<file path="src/rtl/hall_commutation_decoder_if.sv">
// Hall sensor input and rotor-state outputs of the commutation decoder.
// master drives raw halls and observes state; slave is the decoder.
interface hall_commutation_decoder_if #(
    parameter int PERIOD_WIDTH = 16,
    parameter int COUNT_WIDTH  = 16
);
    logic [2:0]                     hall;
    logic [2:0]                     sector;
    logic                           hall_fault;
    logic                           direction;
    logic                           step_strobe;
    logic                           step_error;
    logic signed [COUNT_WIDTH-1:0]  edge_count;
    logic [PERIOD_WIDTH-1:0]        period;
    logic                           stalled;

    modport master (
        output hall,
        input  sector, hall_fault, direction,
        input  step_strobe, step_error,
        input  edge_count, period, stalled
    );

    modport slave (
        input  hall,
        output sector, hall_fault, direction,
        output step_strobe, step_error,
        output edge_count, period, stalled
    );
endinterface

</file>
<file path="src/rtl/hall_commutation_decoder.sv">
// BLDC hall sensor decoder: sync, debounce, sector decode,
// step classification, signed step count and step period.
module hall_commutation_decoder #(
    parameter int DEBOUNCE_CYCLES = 4,
    parameter int PERIOD_WIDTH    = 16,
    parameter int COUNT_WIDTH     = 16
) (
    input  logic                      clock_i,
    input  logic                      reset_i,
    hall_commutation_decoder_if.slave hall_bus
);
    localparam int DBW = $clog2(DEBOUNCE_CYCLES + 1);
    localparam logic [DBW-1:0] DB_MAX = DBW'(DEBOUNCE_CYCLES);
    localparam logic [PERIOD_WIDTH-1:0] P_MAX = '1;

    logic [2:0]                    sync1_q, sync2_q;
    logic [2:0]                    cand_q, cand_d;
    logic [DBW-1:0]                dbc_q, dbc_d;
    logic [2:0]                    acc_q, acc_d;
    logic [2:0]                    sector_q, sector_d;
    logic                          fault_q, fault_d;
    logic                          dir_q, dir_d;
    logic                          strobe_q, strobe_d;
    logic                          error_q, error_d;
    logic signed [COUNT_WIDTH-1:0] count_q, count_d;
    logic [PERIOD_WIDTH-1:0]       pcnt_q, pcnt_d;
    logic [PERIOD_WIDTH-1:0]       period_q, period_d;
    logic                          stalled_q, stalled_d;

    logic       accept;
    logic       both_valid;
    logic       fwd, rev;
    logic [2:0] new_sector, next_fwd, next_rev;

    function automatic logic [2:0] decode(input logic [2:0] code);
        case (code)
            3'b001:  decode = 3'd1;
            3'b011:  decode = 3'd2;
            3'b010:  decode = 3'd3;
            3'b110:  decode = 3'd4;
            3'b100:  decode = 3'd5;
            3'b101:  decode = 3'd6;
            default: decode = 3'd0;
        endcase
    endfunction

    // Two-flop synchronizer for the asynchronous hall lines
    always_ff @(posedge clock_i) begin
        if (reset_i) begin
            sync1_q <= 3'b000;
            sync2_q <= 3'b000;
        end else begin
            sync1_q <= hall_bus.hall;
            sync2_q <= sync1_q;
        end
    end

    // Debounce: a code must be seen DEBOUNCE_CYCLES times in a row
    always_comb begin
        cand_d = cand_q;
        dbc_d  = dbc_q;
        if (sync2_q != cand_q) begin
            cand_d = sync2_q;
            dbc_d  = DBW'(1);
        end else if (dbc_q != DB_MAX) begin
            dbc_d = dbc_q + DBW'(1);
        end
    end

    assign accept = (dbc_q == DB_MAX) && (cand_q != acc_q);

    // Classify an accepted code against the current sector
    always_comb begin
        new_sector = decode(cand_q);
        next_fwd   = (sector_q == 3'd6) ? 3'd1 : sector_q + 3'd1;
        next_rev   = (sector_q == 3'd1) ? 3'd6 : sector_q - 3'd1;
        both_valid = (sector_q != 3'd0) && (new_sector != 3'd0);
        fwd        = accept && both_valid && (new_sector == next_fwd);
        rev        = accept && both_valid && (new_sector == next_rev);

        acc_d    = accept ? cand_q : acc_q;
        sector_d = accept ? new_sector : sector_q;
        fault_d  = accept ? (new_sector == 3'd0) : fault_q;
        strobe_d = fwd || rev;
        error_d  = accept && both_valid && !fwd && !rev;
        dir_d    = dir_q;
        count_d  = count_q;
        if (fwd) begin
            dir_d   = 1'b1;
            count_d = count_q + COUNT_WIDTH'(1);
        end else if (rev) begin
            dir_d   = 1'b0;
            count_d = count_q - COUNT_WIDTH'(1);
        end
    end

    // Period counter; a step beats saturation on the same edge
    always_comb begin
        pcnt_d    = (pcnt_q == P_MAX) ? P_MAX : pcnt_q + 1'b1;
        period_d  = period_q;
        stalled_d = stalled_q;
        if (strobe_d) begin
            pcnt_d    = PERIOD_WIDTH'(1);
            period_d  = stalled_q ? P_MAX : pcnt_q;
            stalled_d = 1'b0;
        end else if (pcnt_d == P_MAX) begin
            period_d  = P_MAX;
            stalled_d = 1'b1;
        end
    end

    // State registers for debounce, rotor state and period
    always_ff @(posedge clock_i) begin
        if (reset_i) begin
            cand_q    <= 3'b000;
            dbc_q     <= '0;
            acc_q     <= 3'b000;
            sector_q  <= 3'd0;
            fault_q   <= 1'b0;
            dir_q     <= 1'b0;
            strobe_q  <= 1'b0;
            error_q   <= 1'b0;
            count_q   <= '0;
            pcnt_q    <= '0;
            period_q  <= P_MAX;
            stalled_q <= 1'b1;
        end else begin
            cand_q    <= cand_d;
            dbc_q     <= dbc_d;
            acc_q     <= acc_d;
            sector_q  <= sector_d;
            fault_q   <= fault_d;
            dir_q     <= dir_d;
            strobe_q  <= strobe_d;
            error_q   <= error_d;
            count_q   <= count_d;
            pcnt_q    <= pcnt_d;
            period_q  <= period_d;
            stalled_q <= stalled_d;
        end
    end

    assign hall_bus.sector      = sector_q;
    assign hall_bus.hall_fault  = fault_q;
    assign hall_bus.direction   = dir_q;
    assign hall_bus.step_strobe = strobe_q;
    assign hall_bus.step_error  = error_q;
    assign hall_bus.edge_count  = count_q;
    assign hall_bus.period      = period_q;
    assign hall_bus.stalled     = stalled_q;
endmodule

</file>
<file path="src/flat_wrapper.sv">
// flat-port wrapper written by rule: the top's interface ports become plain ports
module hall_commutation_decoder_flat 
#(
    parameter int DEBOUNCE_CYCLES = 4,
    parameter int PERIOD_WIDTH    = 16,
    parameter int COUNT_WIDTH     = 16
)
  (clock_i, reset_i, hall_bus_hall, hall_bus_sector, hall_bus_hall_fault, hall_bus_direction, hall_bus_step_strobe, hall_bus_step_error, hall_bus_edge_count, hall_bus_period, hall_bus_stalled);
  hall_commutation_decoder_if #(.PERIOD_WIDTH(PERIOD_WIDTH), .COUNT_WIDTH(COUNT_WIDTH)) hall_bus_i ();
  input  logic clock_i;
  input  logic reset_i;
  input wire logic [$bits(hall_bus_i.hall)-1:0] hall_bus_hall;
  output wire logic [$bits(hall_bus_i.sector)-1:0] hall_bus_sector;
  output wire logic [$bits(hall_bus_i.hall_fault)-1:0] hall_bus_hall_fault;
  output wire logic [$bits(hall_bus_i.direction)-1:0] hall_bus_direction;
  output wire logic [$bits(hall_bus_i.step_strobe)-1:0] hall_bus_step_strobe;
  output wire logic [$bits(hall_bus_i.step_error)-1:0] hall_bus_step_error;
  output wire logic [$bits(hall_bus_i.edge_count)-1:0] hall_bus_edge_count;
  output wire logic [$bits(hall_bus_i.period)-1:0] hall_bus_period;
  output wire logic [$bits(hall_bus_i.stalled)-1:0] hall_bus_stalled;
  assign hall_bus_i.hall = hall_bus_hall;
  assign hall_bus_sector = hall_bus_i.sector;
  assign hall_bus_hall_fault = hall_bus_i.hall_fault;
  assign hall_bus_direction = hall_bus_i.direction;
  assign hall_bus_step_strobe = hall_bus_i.step_strobe;
  assign hall_bus_step_error = hall_bus_i.step_error;
  assign hall_bus_edge_count = hall_bus_i.edge_count;
  assign hall_bus_period = hall_bus_i.period;
  assign hall_bus_stalled = hall_bus_i.stalled;
  hall_commutation_decoder #(.DEBOUNCE_CYCLES(DEBOUNCE_CYCLES), .PERIOD_WIDTH(PERIOD_WIDTH), .COUNT_WIDTH(COUNT_WIDTH)) u_core (.clock_i(clock_i), .reset_i(reset_i), .hall_bus(hall_bus_i));
endmodule
</file>
<file path="config.mk">
export PLATFORM = sky130hd
export DESIGN_NAME = hall_commutation_decoder_flat
export DESIGN_NICKNAME = d
export VERILOG_FILES = /design/src/rtl/hall_commutation_decoder_if.sv /design/src/rtl/hall_commutation_decoder.sv /design/src/flat_wrapper.sv
export SDC_FILE = /design/constraint.sdc
export NUM_CORES = 1
export LEC_CHECK = 0
export ABC_AREA = 0
export CORE_MARGIN = 5
export CORE_UTILIZATION = 60
export DETAILED_ROUTE_END_ITERATION = 6
export PLACE_DENSITY = 0.85
export SETUP_SLACK_MARGIN = 0.2
export SYNTH_ARGS = -nofsm -noshare
export SYNTH_HDL_FRONTEND = slang
export SYNTH_SLANG_ARGS = --single-unit
</file>
<file path="constraint.sdc">
create_clock -name clock_i -period 5.5 [get_ports clock_i]
set_clock_uncertainty 0.05 [all_clocks]
set_input_delay 1.65 -clock clock_i [delete_from_list [all_inputs] [get_ports clock_i]]
set_output_delay 1.65 -clock clock_i [all_outputs]
set_load 0.01 [all_outputs]
</file>
### Yosys cells after proc, flatten, opt, wreduce, memory -nomap -nowiden

Cells that the tools add are included.

| storage, ports and cells | value |
|---|---|
| word-level logic and storage cells | 72 |
| bits in registers | 71 |
| bits of input ports | 5 |
| output and inout bits | 40 |

| operators by class | value |
|---|---|
| multiplexer cells | 16 |
| reductions and logical operators | 18 |
| $add $sub $neg | 6 |
| equal/unequal tests | 16 |

Operators with widths:

| kind | count |
|---|---|
| 2-to-1 mux 16 bit | 6 |
| == test 16 bit (second input constant) | 2 |
| one-hot mux 3 bit (6 select lines) | 1 |
| adder 16 x 1 -> 16 bit (second input constant) | 1 |
| adder 16 x 2 -> 16 bit (second input constant) | 1 |
| subtractor 16 x 2 -> 16 bit (second input constant) | 1 |
| == test 3 bit (second input constant) | 5 |
| logical AND 1 bit | 7 |
| 2-to-1 mux 1 bit | 7 |
| adder 3 x 1 -> 3 bit (second input constant) | 2 |
| == test 3 x 1 -> 1 bit (second input constant) | 2 |
| == test 3 x 2 -> 1 bit (second input constant) | 2 |
| == test 3 bit | 2 |
| 2-to-1 mux 3 bit | 2 |
| != test 3 bit | 2 |
| nonzero test 2 bit | 3 |
| nonzero test 3 bit | 2 |
| OR reduction 2 bit | 2 |
| logical NOT 3 bit | 1 |
| != test 3 bit (second input constant) | 1 |
| subtractor 3 x 1 -> 3 bit (second input constant) | 1 |
| logical NOT 1 bit | 2 |
| logical OR 1 bit | 1 |

### Longest topological paths before layout

Gate-level depths: netlist of the first run.

| logic depth | value |
|---|---|
| depth in word-level cells | 9 |
| depth in mapped cells | 16 |
| gate-level depth less buffers | 15 |

### Worst setup path before layout of the first run

No wires, ideal clock.

| path | value |
|---|---|
| path type | reg2reg |
| start point | register u_core.sector_q[0] (netlist: u_core.hall_bus.sector[0]) |
| end point | register u_core.count_q[15] (netlist: u_core.hall_bus.edge_count[15]) |
| library setup time | 123 ps |
| cell stages (with the launch flop) | 16 |
| data required time | 5327 ps |
| path slack | 1596 ps |
| buffers on the path | 0 |
| period minus slack after synthesis | 3904 ps |
| data arrival time | 3731 ps |
| path through | dfxtp_1 inv_1 ha_1 nor3b_1 a21oi_1 xnor2_1 nor3_2 nand2b_1 ha_1 o21a_1 o21ai_1 o311ai_0 a31o_2 a221oi_1 mux2i_1 mux2_1 |

| between the ends | value |
|---|---|
| word-level cells in the longest chain between the ends | 5 |
| elaborated cells on any way between the ends | 15 |
| those cells by class | add/sub: 2; eq/ne: 4; mux: 3; reduce/logical: 6 |

Ends and longest elaborated chain:

| element | RTL line | RTL |
|---|---|---|
| from (decl) | hall_commutation_decoder.sv:20 | `logic [2:0] sector_q, sector_d;` |
| from (signal assigned) | hall_commutation_decoder.sv:131 | `sector_q <= sector_d;` |
| adder 3 x 1 -> 3 bit (tied with other cells) | hall_commutation_decoder.sv:75 | `next_fwd = (sector_q == 3'd6) ? 3'd1 : sector_q + 3'd1;` |
| 2-to-1 mux 3 bit (tied with other cells) | hall_commutation_decoder.sv:75 |  |
| == test 3 bit (tied with other cells) | hall_commutation_decoder.sv:78 | `fwd = accept && both_valid && (new_sector == next_fwd);` |
| logical AND 1 bit, on equally long branches | hall_commutation_decoder.sv:78, hall_commutation_decoder.sv:79 |  |
| 2-to-1 mux 16 bit / nonzero test 2 bit (equally long branches) | -- |  |
| to (signal assigned) | hall_commutation_decoder.sv:136 | `count_q <= count_d;` |
| to (decl) | hall_commutation_decoder.sv:25 | `logic signed [COUNT_WIDTH-1:0] count_q, count_d;` |

Several ways; a longest one is shown, not always the timed one.
A chain may end at the register's enable or synchronous reset.

### Worst setup path in the final report of the first run

Ends and elaborated chain as after synthesis.

==> results by group, run 1 <==
Timing
  – Actual slew at the worst max-slew pin: a little under 0.9 ns
  – Final period demand of the worst path: between 4 and 5 ns
  – RSZ-0062 raised after global routing: no
  – Achievable Freq: ~0.23 GHz
  – Total negative slack: 0 ns
  – Final period utilization: 0.806
  – Rel. slew slack: 0.423
  – Hold_ws: 0.389 ns
  – Final Hold Vio Count: 0
  – Final Max Tran Viols: 0
  – Final Setup Violations: 0

Cells and area
  – Diodes inserted: 0
  – Area taken by multi-input logic gates: between 0.002 and 0.0025 mm²
  – Area Growth Syn to Fin: 16.0%
  – Share of cells above drive strength 1: 0.116
  – Fill count: roughly 500
  – Post-Layout Cell Count: between 500 and 600
  – Final instance area: about 0.0045 mm²
  – FF+latch area: 0.00142 mm²
  – NumNets Final: about 500

Power
  – VDD IR max: between 0.00015 and 0.0002 V
  – Pleak: 1.65 nW
  – Power per cell area: 222 mW/mm²
  – Overall Power: roughly 990 µW

Clock tree
  – Clock Latency Late Sink: ~0.34 ns
  – Clk slew on worst S/H paths: 0.08 ns
  – Post-CTS setup buffers: 0
  – Cts hold-fix bufs: 0
  – CTS Sinks: between 70 and 80
  – CTS root buffer: clkbuf_8
  – Num CTS Buffers: 9
  – CTS H-tree lvls: 3
  – Post_cts resized: 0
  – Clock Tree Buf Depth: 2
  – CTS tree: yes

Yosys
  – Largest cells by area after synthesis: dfxtp_1 (37%), ha_1 (7.1%), a21oi_1 (4.8%), xnor2_1 (4.8%), nor3_1 (3.9%)
  – Post-synth top area cell: dfxtp_1
  – Area of the mapped netlist: between 0.003 and 0.004 mm²
  – Most frequent cell after synthesis: dfxtp_1
  – Post-synth top area share: 0.368
  – Syn Nets: ~470
  – Post-Synthesis Cells: 438
  – Async SR Flop Fraction: 0
  – Distinct cell type count after synthesis: 64
  – EDFF count, synth: 0
  – Synth Area per Inst: just under 9 µm²
  – Top cells by count, synth: dfxtp_1 (71), a21oi_1 (37), nand2_1 (32), nor2_1 (32), nor3_1 (30)
  – Syn. warnings: 0
  – Top FF cell, synth: dfxtp_1
  – Sequential share of the synthesized area: 0.368
  – Seq cells post-synth: approximately 70

Routing
  – Initial DRC count: 180
  – Antenna Violating Nets Remaining: 0
  – Drt drc: 0
  – Via count: roughly 3300
  – WL/cell: between 15 and 20 µm
  – Routed Wire Length: about 8500 µm
  – TritonRoute pass-1 iters: 4
  – Vias per inst: 5.92

Global route
  – Pin count of the biggest net entering global routing: 42
  – Antenna violations before repair: 0
  – Grt total ovfl: 0
  – Total track usage: 0.210
  – Number of global-route vias before repair: around 3000
  – First-pass GRT wire length: ~14000 µm

Placement
  – Global placement routability congestion: 0.880
  – Post-DP Area: ~0.0043 mm²
  – Detailed placement HPWL: 5820 µm
  – Dpl cells: approximately 540
  – Port bufs: 44

Floorplan
  – Die width: around 90 µm
  – Core ar.: 0.00631 mm²
  – Die ar.: between 0.008 and 0.009 mm²
  – IO Pins: 45
  – Row count: 29
  – Starting Density: 0.611
  – Die Y: between 90 and 100 µm

Critical path
  – Worst-path fanout max: 17
  – Crit path capture type: flip-flop
  – FF-to-FF setup slack: roughly 1.1 ns
  – Data required, critical path: approximately 5.7 ns
  – R2R depth: 15
  – Startpoint type of the worst setup path: flip-flop
  – Crit path kind: reg -> reg
  – CP Data Arrival Time: 4.62 ns

Run status
  – Outcome: completed

Job
  – MaxCap Viol Count: 0

Worst hold path
  – Hold WC Path Type: reg -> reg
  – Hold path depth: 1
==> final timing paths <==
| check | startpoint | end |
|---|---|---|
| min | u_core.sync1_q[2] | u_core.sync2_q[2] |
| min reg2reg | u_core.sync1_q[2] | u_core.sync2_q[2] |
| max reg2reg | u_core.hall_bus.sector[0] | u_core.hall_bus.edge_count[15] |
| max | u_core.hall_bus.sector[0] | u_core.hall_bus.edge_count[15] |
==> stage by stage <==
| step | worst slack, ns | util |
|---|---|---|
| floorplan | 1.60 | - |
| global placement | 1.34 | 0.676 |
| detailed placement | 1.12 | 0.676 |
| CTS | 1.09 | 0.709 |
| global route | 0.704 | 0.709 |
| finish | 1.07 | 0.709 |
==> placed cells by master (no fill, tap or decap), types with 3 or more instances in the layout <==
cell / count
buf_4: 3
xnor2_1: 21
o21ai_1: 4
a211oi_1: 4
o21ai_0: 11
nand2_1: 32
clkbuf_8: 10
xor2_1: 12
mux2i_1: 4
nand4_1: 4
clkdlybuf4s50_1: 44
and3_1: 5
nor3_1: 30
o21a_1: 3
nor2_2: 10
nor3_2: 11
o21ai_2: 3
ha_1: 22
a21o_1: 7
clkinvlp_4: 3
nand3_1: 16
nor4_1: 4
nor2b_1: 10
nand2b_1: 4
dfxtp_1: 71
a21oi_1: 37
nor2_1: 32
o311ai_0: 3
a31oi_1: 4
inv_1: 10
==> kinds of logic (layout without fill, tap and decap cells) <==
kind of cell | count (synthesis) | count (layout) | synth area share
flip-flops | 71 | 71 | 0.368
AO/OA/AOI/OAI | 95 | 95 | 0.166
buffers and inverters | 35 | 73 | 0.0483
AND/OR/NAND/NOR | 175 | 175 | 0.250
XOR/XNOR | 33 | 33 | 0.0749
adder cells (fa/ha/maj) | 23 | 23 | 0.0765
multiplexers | 6 | 6 | 0.0162
==> cell type report <==
type                            count  area share
Multi-Input combinational cell    332       0.503
Sequential cell                    71       0.317
Timing Repair Buffer               47       0.103
Clock buffer                       10      0.0307
Tap cell                           77      0.0215
Clock inverter                      6      0.0157
Inverter                           10     0.00838
==> power breakdown <==
group	internal (mW)	switching (mW)	total (mW)
Sequential	0.520	0.00641	0.526
Combinational	0.0151	0.0217	0.0368
Clock	0.223	0.209	0.432
Total	0.758	0.237	0.995
==> flip-flops by register name (all words and copies together), names as in the netlist, 3 cells and up <==
| register | cells |
|---|---|
| u_core.sync1_q | 3 |
| u_core.dbc_q | 3 |
| u_core.hall_bus.edge_count | 16 |
| u_core.acc_q | 3 |
| u_core.hall_bus.period | 16 |
| u_core.hall_bus.sector | 3 |
| u_core.sync2_q | 3 |
| u_core.pcnt_q | 16 |
| u_core.cand_q | 3 |
==> routing by layer <==
metal  global-route usage  vias up  routed length, µm
met1                0.263     1541               3730
met5                    0        -                  0
met3               0.0392       17                346
met4               0.0732        0                137
li1                     -     1633                  -
met2                0.358       80               4240
==> worst max-delay path: stages (launching register included) <==
cell and delay (ns):
dfxtp_1 0.40, inv_1 0.14, ha_1 0.26, nor3b_1 0.23
a21oi_1 0.09, xnor2_1 0.14, nor3_2 0.32, nand2b_1 0.50
ha_1 0.56, a21o_1 0.23, nand3_1 0.08, o311ai_0 0.13
a31o_2 0.28, a221oi_1 0.32, mux2i_1 0.25, mux2_1 0.34
(Power assumes the default switching activity.)
==> run 2: changes to the inputs <==
Settings changed: CORE_UTILIZATION 60 to 51, PLACE_DENSITY 0.85 to 0.77.
Clock period 5.5 ns to 3.75 ns, I/O delays scaled along.
==> results by group, run 2 (synthesis gave the netlist of run 1 again) <==
Global route
  – Pin count of the biggest net entering global routing: 39 (-7.1%)
  – Total track usage: 0.189 (-0.0202)
  – Number of global-route vias before repair: 3243 (+5.7%)
  – Antenna violations before repair: 0 (unchanged)
  – First-pass GRT wire length: 15100 µm (+4.5%)
  – Grt total ovfl: 0 (unchanged)

Cells and area
  – Most frequent cells in the layout: dfxtp_1 (66), clkdlybuf4s50_1 (44), a21oi_1 (37)
  – Diodes inserted: 0 (unchanged)
  – Area Growth Syn to Fin: 24.7%
  – Final instance area: 0.00481 mm² (+7.5%)
  – Share of cells above drive strength 1: 0.196 (+0.0800)
  – Commonest non-fill, non-tap cell in the layout: dfxtp_1
  – NumNets Final: 519 (+4.0%)

Power
  – VDD IR max: 0.000208 V (+13%)
  – Pleak: 1.80 nW (+8.7%)
  – Power per cell area: 319 mW/mm² (+44%)

Timing
  – Final Setup Violations: 0 (unchanged)
  – Achievable Freq: 0.288 GHz (+28%)
  – Final Max Tran Viols: 0 (unchanged)
  – Final Hold Vio Count: 0 (unchanged)
  – Actual slew at the worst max-slew pin: 0.769 ns (-0.0956 ns)
  – RSZ-0062 raised after global routing: yes
  – Rel. slew slack: 0.487 (+0.0637)
  – Final period utilization: 0.925 (+0.119)
  – Final period demand of the worst path: 3.47 ns (-0.963 ns)
  – Total negative slack: 0 ns (unchanged)

Floorplan
  – Die ar.: 0.00941 mm² (+16%)
  – Die width: 97.0 µm (+7.5%)
  – Die Y: 97.0 µm (+7.5%)
  – Row count: 31 (+6.9%)
  – Starting Density: 0.529 (-0.0820)
  – Core ar.: 0.00729 mm² (+15%)
  – IO Pins: 45 (unchanged)

Routing
  – WL/cell: 15.2 µm (-0.61%)
  – Drt drc: 0 (unchanged)
  – Initial DRC count: 183 (+1.7%)
  – TritonRoute pass-1 iters: 5 (+1)
  – Routed Wire Length: 9040 µm (+6.9%)
  – Via count: 3363 (+2.8%)
  – Vias per inst: 5.65 (-4.4%)
  – Antenna Violating Nets Remaining: 0 (unchanged)

Critical path
  – Crit path kind: reg -> reg
  – CP Data Arrival Time: 3.67 ns (-0.95 ns)
  – Startpoint type of the worst setup path: flip-flop
  – Crit-path cells: clkinvlp_4 > ha_4 > mux2i_2 > xnor2_1 > nor3_2 > buf_4 > nand2b_4 > ha_2 > a21o_1 > nand3_1 > o311ai_1 > a31o_2 > a221oi_4 > mux2i_1 > mux2_1
  – CP delay by family, top: compound AO/OA/AOI/OAI gates
  – Crit path buf inv count: 2 (+1)
  – Worst-path fanout max: 6 (-11)
  – Critical path's slowest cell: dfxtp_4
  – Largest stage delay, worst path: 0.39 ns (-0.17 ns)
  – Crit path capture type: flip-flop
  – Data required, critical path: 3.95 ns (-1.74 ns)

Clock tree
  – CTS H-tree lvls: 3 (unchanged)
  – Cts hold-fix bufs: 0 (unchanged)
  – Num CTS Buffers: 9 (unchanged)
  – Clock Tree Buf Depth: 2 (unchanged)
  – Clock Latency Late Sink: 0.36 ns (+0.02 ns)
  – CTS root buffer: clkbuf_8
  – CTS Sinks: 71 (unchanged)
  – CTS tree: yes
  – Clk slew on worst S/H paths: 0.08 ns (about the same)

Placement
  – Post-DP Area: 0.00436 mm² (+2.1%)
  – Port bufs: 44 (unchanged)
  – Global placement routability congestion: 0.869 (-1.2%)
  – Detailed placement HPWL: 5770 µm (-0.79%)

Worst hold path
  – Hold WC Path Type: reg -> reg

Run status
  – Outcome: completed

Job
  – MaxCap Viol Count: 0 (unchanged)
-- run 2: stage by stage --
step	utilization	power [mW]	instances	setup WS (ns)	hold slack, ns
after global placement	0.597	0.844	565	0.198	0.367
final	0.660	1.54	595	0.280	0.393
after global routing	0.660	1.59	595	0.119	0.404
after floorplan	-	0.831	438	0.206	0.364
after detailed placement	0.597	0.846	565	0.0438	0.375
after CTS	0.638	1.54	586	0.163	0.394
-- run 2: area by class of cell --
class                   instances  area [µm²]
fillers                       595        2480
well taps                      99         124
flip-flops and latches         71        1430
clock buffers                  10         138
clock inverters                 6        92.6
repair buffers                 66         609
multi-input cells             333        2370
inverters                      10        43.8
-- run 2: worst register-to-register path, stage by stage (launching register included) --
cell and delay [ns]:
dfxtp_4 0.39, clkinvlp_4 0.14, ha_4 0.19, mux2i_2 0.16
xnor2_1 0.12, nor3_2 0.20, buf_4 0.18, nand2b_4 0.11
ha_2 0.34, a21o_1 0.19, nand3_1 0.09, o311ai_1 0.10
a31o_2 0.28, a221oi_4 0.25, mux2i_1 0.22, mux2_1 0.34
-- run 2: final timing paths --
path / to / slack [ns] / depth (start not counted) / from
max reg2reg: u_core.hall_bus.edge_count[15] / 0.28 / 15 / u_core.hall_bus.sector[1]
min: u_core.sync2_q[2] / 0.39 / 1 / u_core.sync1_q[2]
max: u_core.hall_bus.edge_count[15] / 0.28 / 15 / u_core.hall_bus.sector[1]
min reg2reg: u_core.sync2_q[2] / 0.39 / 1 / u_core.sync1_q[2]
-- run 2: per-layer routing --
metal / up-vias / share of wire / global-route usage
met2: 108 / 0.50 / 0.325
met4: 0 / 0.020 / 0.0745
li1: 1673 / - / -
met1: 1562 / 0.42 / 0.226
met5: - / 0 / 0
met3: 20 / 0.055 / 0.0482
-- run 2: power by group --
group,internal (mW),switching [mW],total (mW)
clock,0.396,0.311,0.707
combinational,0.0248,0.0347,0.0596
sequential,0.761,0.00910,0.770
total,1.18,0.355,1.54
-- run 2: timing repair --
| item | in CTS | in global routing |
|---|---|---|
| pin swaps | 2 | 9 |
| endpoints found under the setup margin | 5 | 8 |
| resized for setup | 5 | 26 |
| cloned | 1 | 0 |
| setup buffers | 4 | 9 |
